### config.mk
export PLATFORM = sky130hd
export DESIGN_NAME = alu_cmd_frontend
export DESIGN_NICKNAME = d
export VERILOG_FILES = /design/src/rtl/alu_cmd_frontend.sv
export SDC_FILE = /design/constraint.sdc
export NUM_CORES = 1
export LEC_CHECK = 0
export BUFFER_PORTS_ARGS = -buffer_cell sky130_fd_sc_hd__buf_4
export CORE_MARGIN = 4
export CORE_UTILIZATION = 56
export CTS_CLUSTER_SIZE = 40
export DETAILED_ROUTE_END_ITERATION = 6
export PLACE_DENSITY = 0.84
export SYNTH_ARGS = -nofsm -noshare
export SYNTH_HDL_FRONTEND = slang
export SYNTH_SLANG_ARGS = --single-unit
export TNS_END_PERCENT = 50
### constraint.sdc
create_clock -name clk -period 2.75 [get_ports clk]
set_input_delay 0.1375 -clock clk [delete_from_list [all_inputs] [get_ports clk]]
set_output_delay 0.1375 -clock clk [all_outputs]
set_load 0.05 [all_outputs]
### src/rtl/alu_cmd_frontend.sv
// alu_cmd_frontend: turns 3-byte command frames (header A<op>, operand A,
// operand B) from a UART receiver into ALU operand/opcode registers, waits a
// fixed ALU latency, then returns the 8-bit result through a valid/ready
// transmit port. Malformed or unexpected bytes bump a saturating error count.
//
// Build option: define ALU_CMD_TIMEOUT_EN to enable an inter-byte gap timeout
// while a frame is partially received (GET_A/GET_B). Without it the frame
// waits indefinitely and TIMEOUT_CYCLES has no hardware effect.
//
// Note: reset_n is an active-high synchronous reset despite its name.
module alu_cmd_frontend #(
    parameter int ALU_LAT        = 2,
    parameter int TIMEOUT_CYCLES = 1000
) (
    input  logic       clk,
    input  logic       reset_n,
    input  logic [7:0] rx_data,
    input  logic       rx_valid,
    output logic [3:0] alu_op,
    output logic [3:0] alu_a,
    output logic [3:0] alu_b,
    input  logic [7:0] alu_result,
    output logic [7:0] tx_data,
    output logic       tx_valid,
    input  logic       tx_ready,
    output logic       busy,
    output logic [7:0] err_count
);

    typedef enum logic [2:0] {
        S_IDLE  = 3'd0,
        S_GET_A = 3'd1,
        S_GET_B = 3'd2,
        S_WAIT  = 3'd3,
        S_SEND  = 3'd4
    } state_t;

    // Elaboration-time guard against out-of-range configuration.
    if (ALU_LAT < 1 || ALU_LAT > 15 || TIMEOUT_CYCLES < 1 || TIMEOUT_CYCLES > 65535) begin : g_bad_param
        $error("alu_cmd_frontend: ALU_LAT must be 1..15 and TIMEOUT_CYCLES 1..65535");
    end

    // Counter value seen on the edge that should capture alu_result.
    localparam logic [3:0] LAT_LAST = 4'(ALU_LAT - 1);

    wire w_srst = reset_n;

    state_t     r_state, w_state_next;
    logic [3:0] r_opcode, w_opcode_next;
    logic [3:0] r_a, w_a_next;
    logic [3:0] r_alu_op, w_alu_op_next;
    logic [3:0] r_alu_a, w_alu_a_next;
    logic [3:0] r_alu_b, w_alu_b_next;
    logic [7:0] r_tx_data, w_tx_data_next;
    logic       r_tx_valid, w_tx_valid_next;
    logic [7:0] r_err_count, w_err_count_next;
    logic [3:0] r_lat_cnt, w_lat_cnt_next;
    logic       w_err;

`ifdef ALU_CMD_TIMEOUT_EN
    localparam logic [15:0] GAP_LAST = 16'(TIMEOUT_CYCLES - 1);
    logic [15:0] r_gap_cnt, w_gap_cnt_next;
`endif

    // Next-state, datapath and error-source decode.
    always_comb begin
        w_state_next     = r_state;
        w_opcode_next    = r_opcode;
        w_a_next         = r_a;
        w_alu_op_next    = r_alu_op;
        w_alu_a_next     = r_alu_a;
        w_alu_b_next     = r_alu_b;
        w_tx_data_next   = r_tx_data;
        w_tx_valid_next  = r_tx_valid;
        w_lat_cnt_next   = r_lat_cnt;
        w_err            = 1'b0;
`ifdef ALU_CMD_TIMEOUT_EN
        w_gap_cnt_next   = r_gap_cnt;
`endif
        case (r_state)
            S_IDLE: begin
                if (rx_valid) begin
                    if (rx_data[7:4] == 4'hA) begin
                        w_opcode_next = rx_data[3:0];
                        w_state_next  = S_GET_A;
`ifdef ALU_CMD_TIMEOUT_EN
                        w_gap_cnt_next = '0;
`endif
                    end else begin
                        w_err = 1'b1;
                    end
                end
            end
            S_GET_A, S_GET_B: begin
                if (rx_valid) begin
                    if (r_state == S_GET_A) begin
                        w_a_next     = rx_data[3:0];
                        w_state_next = S_GET_B;
                    end else begin
                        // All three ALU inputs change together on this edge.
                        w_alu_op_next  = r_opcode;
                        w_alu_a_next   = r_a;
                        w_alu_b_next   = rx_data[3:0];
                        w_lat_cnt_next = '0;
                        w_state_next   = S_WAIT;
                    end
`ifdef ALU_CMD_TIMEOUT_EN
                    w_gap_cnt_next = '0;
                end else if (r_gap_cnt == GAP_LAST) begin
                    // Abandon the partial frame; ALU outputs keep their values.
                    w_state_next = S_IDLE;
                    w_err        = 1'b1;
                end else begin
                    w_gap_cnt_next = r_gap_cnt + 16'd1;
`endif
                end
            end
            S_WAIT: begin
                w_err = rx_valid;
                if (r_lat_cnt == LAT_LAST) begin
                    w_tx_data_next  = alu_result;
                    w_tx_valid_next = 1'b1;
                    w_state_next    = S_SEND;
                end else begin
                    w_lat_cnt_next = r_lat_cnt + 4'd1;
                end
            end
            S_SEND: begin
                w_err = rx_valid;
                if (tx_ready) begin
                    w_tx_valid_next = 1'b0;
                    w_alu_op_next   = 4'h0;
                    w_state_next    = S_IDLE;
                end
            end
            default: begin
                w_state_next = S_IDLE;
            end
        endcase

        // One increment per cycle at most, saturating at 0xFF.
        w_err_count_next = (w_err && r_err_count != 8'hFF) ? r_err_count + 8'd1 : r_err_count;
    end

    // State and datapath registers with synchronous reset.
    always_ff @(posedge clk) begin
        if (w_srst) begin
            r_state     <= S_IDLE;
            r_opcode    <= '0;
            r_a         <= '0;
            r_alu_op    <= '0;
            r_alu_a     <= '0;
            r_alu_b     <= '0;
            r_tx_data   <= '0;
            r_tx_valid  <= 1'b0;
            r_err_count <= '0;
            r_lat_cnt   <= '0;
        end else begin
            r_state     <= w_state_next;
            r_opcode    <= w_opcode_next;
            r_a         <= w_a_next;
            r_alu_op    <= w_alu_op_next;
            r_alu_a     <= w_alu_a_next;
            r_alu_b     <= w_alu_b_next;
            r_tx_data   <= w_tx_data_next;
            r_tx_valid  <= w_tx_valid_next;
            r_err_count <= w_err_count_next;
            r_lat_cnt   <= w_lat_cnt_next;
        end
    end

`ifdef ALU_CMD_TIMEOUT_EN
    // Inter-byte gap counter, only meaningful while a frame is half received.
    always_ff @(posedge clk) begin
        if (w_srst) begin
            r_gap_cnt <= '0;
        end else begin
            r_gap_cnt <= w_gap_cnt_next;
        end
    end
`endif

    assign alu_op    = r_alu_op;
    assign alu_a     = r_alu_a;
    assign alu_b     = r_alu_b;
    assign tx_data   = r_tx_data;
    assign tx_valid  = r_tx_valid;
    assign err_count = r_err_count;
    assign busy      = (r_state != S_IDLE);

endmodule

==> impl_metrics.csv, run 1 <==
group,metric,value,unit
outcome,status,"finished clean",
worst_setup_path,required,3.02,ns
logic_synthesis,avgSynthCellArea,8.71,um2
cells_and_area,area_growth,22.7,%
die,num_rows,21,
logic_synthesis,async_flop_share,0,%
placed_design,hpwl,2.87,mm
sta,hold_violations,0,
sta,tightest_slew,0.637,ns
die,die_h,66.8,um
pwr,total_leakage_power,0.942,nW
cells_and_area,multi_input_area,961,um2
worst_setup_path,cp_data_arrival_time,2.34,ns
clock_network,cts_htree_levels,2,
grt,grt_antenna_before_repair,0,
clock_network,clock_path_buffers,2,
logic_synthesis,synth_most_common_cell,"dfxtp_1",
sta,slew_viol_final,0,
route,ant_nets,0,
clock_network,clock_latency,0.36,ns
logic_synthesis,synth_edf_count,0,
worst_setup_path,cp_max_fo,18,
logic_synthesis,synthFlopType,"dfxtp_1",
clock_network,cts.sinks,44,
worst_setup_path,start_kind,"flop",
route,route.met3.wl,217,um
route,wl_met2,2.07,mm
die,start_util,57.9,%
grt,gr-usage-all-layers,20.7,%
logic_synthesis,ys_ff_latch,44,
route,first_iter_violations,117,
logic_synthesis,synth_common_cells,"dfxtp_1, nand2_1, a21oi_1",
die,io_pins,50,
logic_synthesis,synth_top_cell_by_area,"dfxtp_1",
clock_network,cts_tree,"done",
grt,grt_max_degree,45,
min_path,hold_depth,3,
logic_synthesis,syn_nets,245,
clock_network,ctsResizeCount,0,
route,drc_errors,0,
cells_and_area,regArea,881,um2
clock_network,cts_setup_buffers,0,
route,via_count,1692,
route,drtPass1Iterations,4,
grt,grt_pass1_wl,7.15,mm
cells_and_area,fillers,290,
worst_setup_path,ff2ff_path_depth,4,
route,wl_per_cell,13.4,um
route,vias_per_cell,5.46,
worst_setup_path,critPathCaptureType,"flop",
route,wirelength,4.17,mm
sta,rsz0062_at_grt,"no",
sta,setup_viol,0,
worst_setup_path,worstSetupPathType,"reg -> reg",
sta,setup_tns,0,ns
clock_network,path_clk_slew,0.14,ns
pwr,p_per_area,483,nW/um2
logic_synthesis,netlist_area,1930,um2
grt,grt_pass1_vias,1602,
logic_synthesis,synth.distinct_cells,43,
cells_and_area,nets,286,
pwr,ir_drop,0.413,mV
cells_and_area,diodes,0,
placed_design,place.gp.congestion,0.827,
sta,finClkSkew,0.0132,ns
route,wl_met1,1.82,mm
grt,grt_remaining_overflow,0,
min_path,hp-class,"in -> reg",
die,fp.dieW,66.8,um
logic_synthesis,yosysWarnings,0,
die,dieArea,4460,um2
clock_network,numCtsBuffers,5,
logic_synthesis,synthTopCellsByArea,"dfxtp_1, a21oi_1, nand2_1",
logic_synthesis,syn_inst,222,
cells_and_area,layout-drive-gt1-share,23.5,%
logic_synthesis,synth.top_cell.area_share,45.6,%
clock_network,postCtsHoldBufs,0,
die,coreArea,3340,um2
job,drv_cap,0,
sta,fin_crit_sh,75.2,%
sta,fmax,484,MHz
logic_synthesis,ys_seq_area_share,45.6,%
sta,period_needed,2.07,ns
placed_design,port_buffers,49,
route,highest_layer,"met4",
sta,relSlewSlack,56.9,%
clock_network,cts_root_buf,"clkbuf_4",
sta,holdWs,0.0172,ns
kinds of logic (layout without fill, tap and decap cells):
kind of cell | count (synthesis) | in the layout | share of synthesized area (%)
compound gates | 43 | 43 | 13.3
simple gates | 100 | 100 | 27.5
mux | 13 | 13 | 6.93
buf+inv | 19 | 61 | 4.72
fa+ha+maj | 3 | 3 | 1.94
flops | 44 | 44 | 45.6
routing by layer:
layer	up-vias	global-route usage, %
met2	36	36.3
met5	-	0
met4	0	5.58
met1	783	24.2
met3	8	6.41
li1	865	-
worst max-delay path, stage by stage (launching register included):
cell and delay, ns:
dfxtp_1 0.50, or3b_1 0.44, o211a_1 0.34, or4b_1 0.52, and3_1 0.19
placed cells by master, fill, tap and decap left out, types with 2 or more instances in the layout:
| cell type | instances |
|---|---|
| buf_4 | 50 |
| dfxtp_1 | 44 |
| nand2_1 | 32 |
| a21oi_1 | 28 |
| nor2_1 | 19 |
| nand3_1 | 12 |
| mux2i_1 | 10 |
| clkbuf_4 | 5 |
| or3_1 | 4 |
| nor3_1 | 4 |
| nand3b_1 | 4 |
| nor4b_1 | 4 |
| inv_1 | 3 |
| nor2b_1 | 3 |
| mux2_2 | 3 |
| ha_1 | 3 |
| nor3b_1 | 2 |
| and3b_1 | 2 |
| and3_1 | 2 |
| nand4bb_1 | 2 |
| nand4b_1 | 2 |
| nand4_1 | 2 |
| o31ai_1 | 2 |
| or4_1 | 2 |
| o21a_1 | 2 |
| clkinv_4 | 2 |
area by class of cell:
class	count	share of cell area, %
clock inverter	3	2.01
multi-input combinational	159	40.5
clock buffer	5	1.58
sequential	44	37.2
tap	46	2.43
timing repair buffer	50	15.8
inverter	3	0.475
power by group:
group	leakage (nW)	switching [mW]	internal [mW]
Combinational	0.541	0.0456	0.0344
Sequential	0.355	0.00646	0.643
Clock	0.0454	0.221	0.194
through the flow:
stage | worst slack [ns] | std cells | instance area [um2] | power (mW) | util (%)
after CTS | 0.685 | 310 | 2370 | 1.15 | 71.1
final | 0.683 | 310 | 2370 | 1.14 | 71.1
after global routing | 0.569 | 310 | 2370 | 1.19 | 71.1
after detailed placement | 0.689 | 302 | 2290 | 0.743 | 68.5
after floorplan | 0.951 | 222 | 1930 | 0.711 | -
after global placement | 0.741 | 302 | 2290 | 0.741 | 68.5
flip-flops by register name, indices dropped and copies added (netlist names):
name and flops:
alu_op 4, r_state 3, alu_a 4, alu_b 4
tx_data 8, tx_valid 1, r_a 4, r_opcode 4
r_lat_cnt 4, err_count 8
path summary, 6_finish.rpt:
| kind | startpoint | endpoint | slack, ns |
|---|---|---|---|
| worst max-delay path | r_state[0]$_SDFFE_PP0P_ | err_count[6]$_SDFFE_PP0P_ | 0.68 |
| worst min-delay path | rx_data[1] | r_a[1]$_SDFFE_PP0P_ | 0.02 |
| worst max register to register | r_state[0]$_SDFFE_PP0P_ | err_count[6]$_SDFFE_PP0P_ | 0.68 |
| worst min register to register | alu_b[2]$_SDFFE_PP0P_ | alu_b[2]$_SDFFE_PP0P_ | 0.46 |
(Power assumes the default switching activity.)
==> inputs of run 2 (changes only) <==
Settings changed: CORE_UTILIZATION 56 to 47, PLACE_DENSITY 0.84 to 0.75.
Clock period 2.75 ns to 1.8 ns, I/O delays scaled along.
==> run 2 against run 1 <==
Effect of this change:
- core utilization down 8.5 points
- first-iteration DRC count down 48%
- global-route usage down 3.9 points
- largest power group unchanged
- highest routed layer unchanged
- non-clock buffer count up 11
- sequential power up 52%
==> impl_metrics.csv, run 2 (synthesis gave the netlist of run 1 again) <==
group,metric,value,unit
job,drv_cap,0,
min_path,hp-class,"in -> reg",
cells_and_area,layout-drive-gt1-share,27.3,%
cells_and_area,final_common_cell,"buf_4",
placed_design,place.gp.congestion,0.760,
sta,fmax,571,MHz
sta,tightest_slew,0.540,ns
sta,fin_crit_sh,97.2,%
sta,slew_viol_final,0,
worst_setup_path,required,2.03,ns
grt,gr-usage-all-layers,16.8,%
pwr,sequentialPowerShare,53.0,%
worst_setup_path,worstSetupPathType,"reg -> reg",
clock_network,clock_latency,0.29,ns
worst_setup_path,slowest_delay,0.46,ns
grt,grt_remaining_overflow,0,
die,fp.dieW,72.1,um
cells_and_area,nets,297,
die,coreArea,4000,um2
sta,setup_viol,0,
pwr,ir_drop,0.606,mV
die,start_util,48.3,%
cells_and_area,regArea,881,um2
clock_network,numCtsBuffers,5,
die,num_rows,23,
route,first_iter_violations,61,
grt,grt_antenna_before_repair,0,
grt,grt_pass1_wl,7.15,mm
pwr,power_frac_clock,39.6,%
worst_setup_path,crit_slowest_cell,"or4_1",
outcome,status,"finished clean",
cells_and_area,fillers,379,
clock_network,path_clk_slew,0.08,ns
sta,rsz0062_at_grt,"yes",
cells_and_area,area_growth,29.4,%
die,dieArea,5200,um2
worst_setup_path,cp_data_arrival_time,1.98,ns
worst_setup_path,worstPathCellList,"or3b_1 > o211a_4 > buf_6 > or4_1 > a21oi_1",
pwr,internal-power,1.45,mW
grt,grt_max_degree,29,
pwr,p_switching,0.407,mW
route,vias_per_cell,5.33,
route,drc_errors,0,
clock_network,postCtsHoldBufs,0,
die,die_h,72.1,um
sta,relSlewSlack,63.5,%
sta,hold_violations,0,
cells_and_area,layout_common_cells,"buf_4, dfxtp_1, nand2_1, a21oi_1, nor2_1",
route,wirelength,4.17,mm
sta,finClkSkew,0.00951,ns
route,wl_per_cell,12.8,um
worst_setup_path,critPathCaptureType,"flop",
placed_design,hpwl,2.99,mm
worst_setup_path,cp_max_fo,8,
clock_network,cts_tree,"done",
cells_and_area,diodes,0,
pwr,swShare,21.9,%
clock_network,cts.sinks,44,
sta,period_needed,1.75,ns
clock_network,cts_htree_levels,2,
die,io_pins,50,
grt,grt_pass1_vias,1632,
sta,setup_tns,0,ns
worst_setup_path,start_kind,"flop",
cells_and_area,multi_input_area,978,um2
pwr,p_per_area,744,nW/um2
pwr,total_power,1.86,mW
clock_network,cts_root_buf,"clkbuf_8",
placed_design,port_buffers,49,
route,ant_nets,0,
route,via_count,1732,
clock_network,clock_path_buffers,2,
route,drtPass1Iterations,5,
pwr,pwr-share-comb,7.3,%
pwr,total_leakage_power,1.01,nW
run 2: changes by cell type in the layout (fill, tap and decap cells not counted), sizes merged:
cell    delta
buf       +11
clkbuf     +1
clkinv     -1
run 2: final cells by class:
type,count,share of cell area (%)
clock inverter,2,1.40
tap,50,2.50
multi-input combinational,159,39.1
sequential,44,35.2
inverter,3,0.450
clock buffer,6,2.90
timing repair buffer,61,18.5
run 2: through the flow:
step | hold WS [ns] | utilization [%] | cells | cell area (um2) | setup WS (ns)
5_1_grt | 0.0576 | 62.6 | 325 | 2500 | -0.0104
2_1_floorplan | 0.226 | - | 222 | 1930 | 0.000861
6_report | 0.0501 | 62.6 | 325 | 2500 | 0.0501
3_5_place_dp | 0.355 | 59.3 | 317 | 2370 | 0.0312
3_3_place_gp | 0.345 | 59.3 | 317 | 2370 | 0.0681
4_1_cts | 0.0400 | 62.0 | 325 | 2480 | 0.0173
run 2: final timing paths:
kind	endpoint	start	depth (start not counted)	slack, ns
max	err_count[5]$_SDFFE_PP0P_	r_state[0]$_SDFFE_PP0P_	5	0.05
min	r_opcode[3]$_SDFFE_PP0P_	rx_data[3]	3	0.05
max reg2reg	err_count[5]$_SDFFE_PP0P_	r_state[0]$_SDFFE_PP0P_	5	0.05
min reg2reg	tx_data[0]$_SDFFE_PP0P_	tx_data[0]$_SDFFE_PP0P_	2	0.45
run 2: power by group through the flow:
| stage | registers, mW | clock network [mW] | logic [mW] |
|---|---|---|---|
| floorplan | 1.03 | 0 | 0.0586 |
| global placement | 1.01 | 0 | 0.132 |
| detailed placement | 1.01 | 0 | 0.133 |
| CTS | 0.987 | 0.759 | 0.133 |
| global route | 0.989 | 0.792 | 0.149 |
| finish | 0.987 | 0.738 | 0.137 |
run 2: repair_timing:
item | 4_1_cts | 5_1_grt
endpoints found under the setup margin | 1 | 15
resized for setup | 0 | 4
buffers inserted | 0 | 0
pin swaps | 1 | 0
run 2: layer usage:
layer / routed length (um) / global-route usage (%) / vias to the layer above
met5: 0 / 0 / -
met4: 51 / 5.01 / 0
met3: 213 / 4.29 / 5
met2: 2090 / 28.5 / 34
met1: 1810 / 21.0 / 806
li1: - / - / 887
run 2: critical path, delay by kind of cell (launching register included):
kind | cells | cell delay [ns]
AND/OR/NAND/NOR | 2 | 0.84
buffers and inverters | 1 | 0.13
flip-flops | 1 | 0.32
AO/OA/AOI/OAI | 2 | 0.39
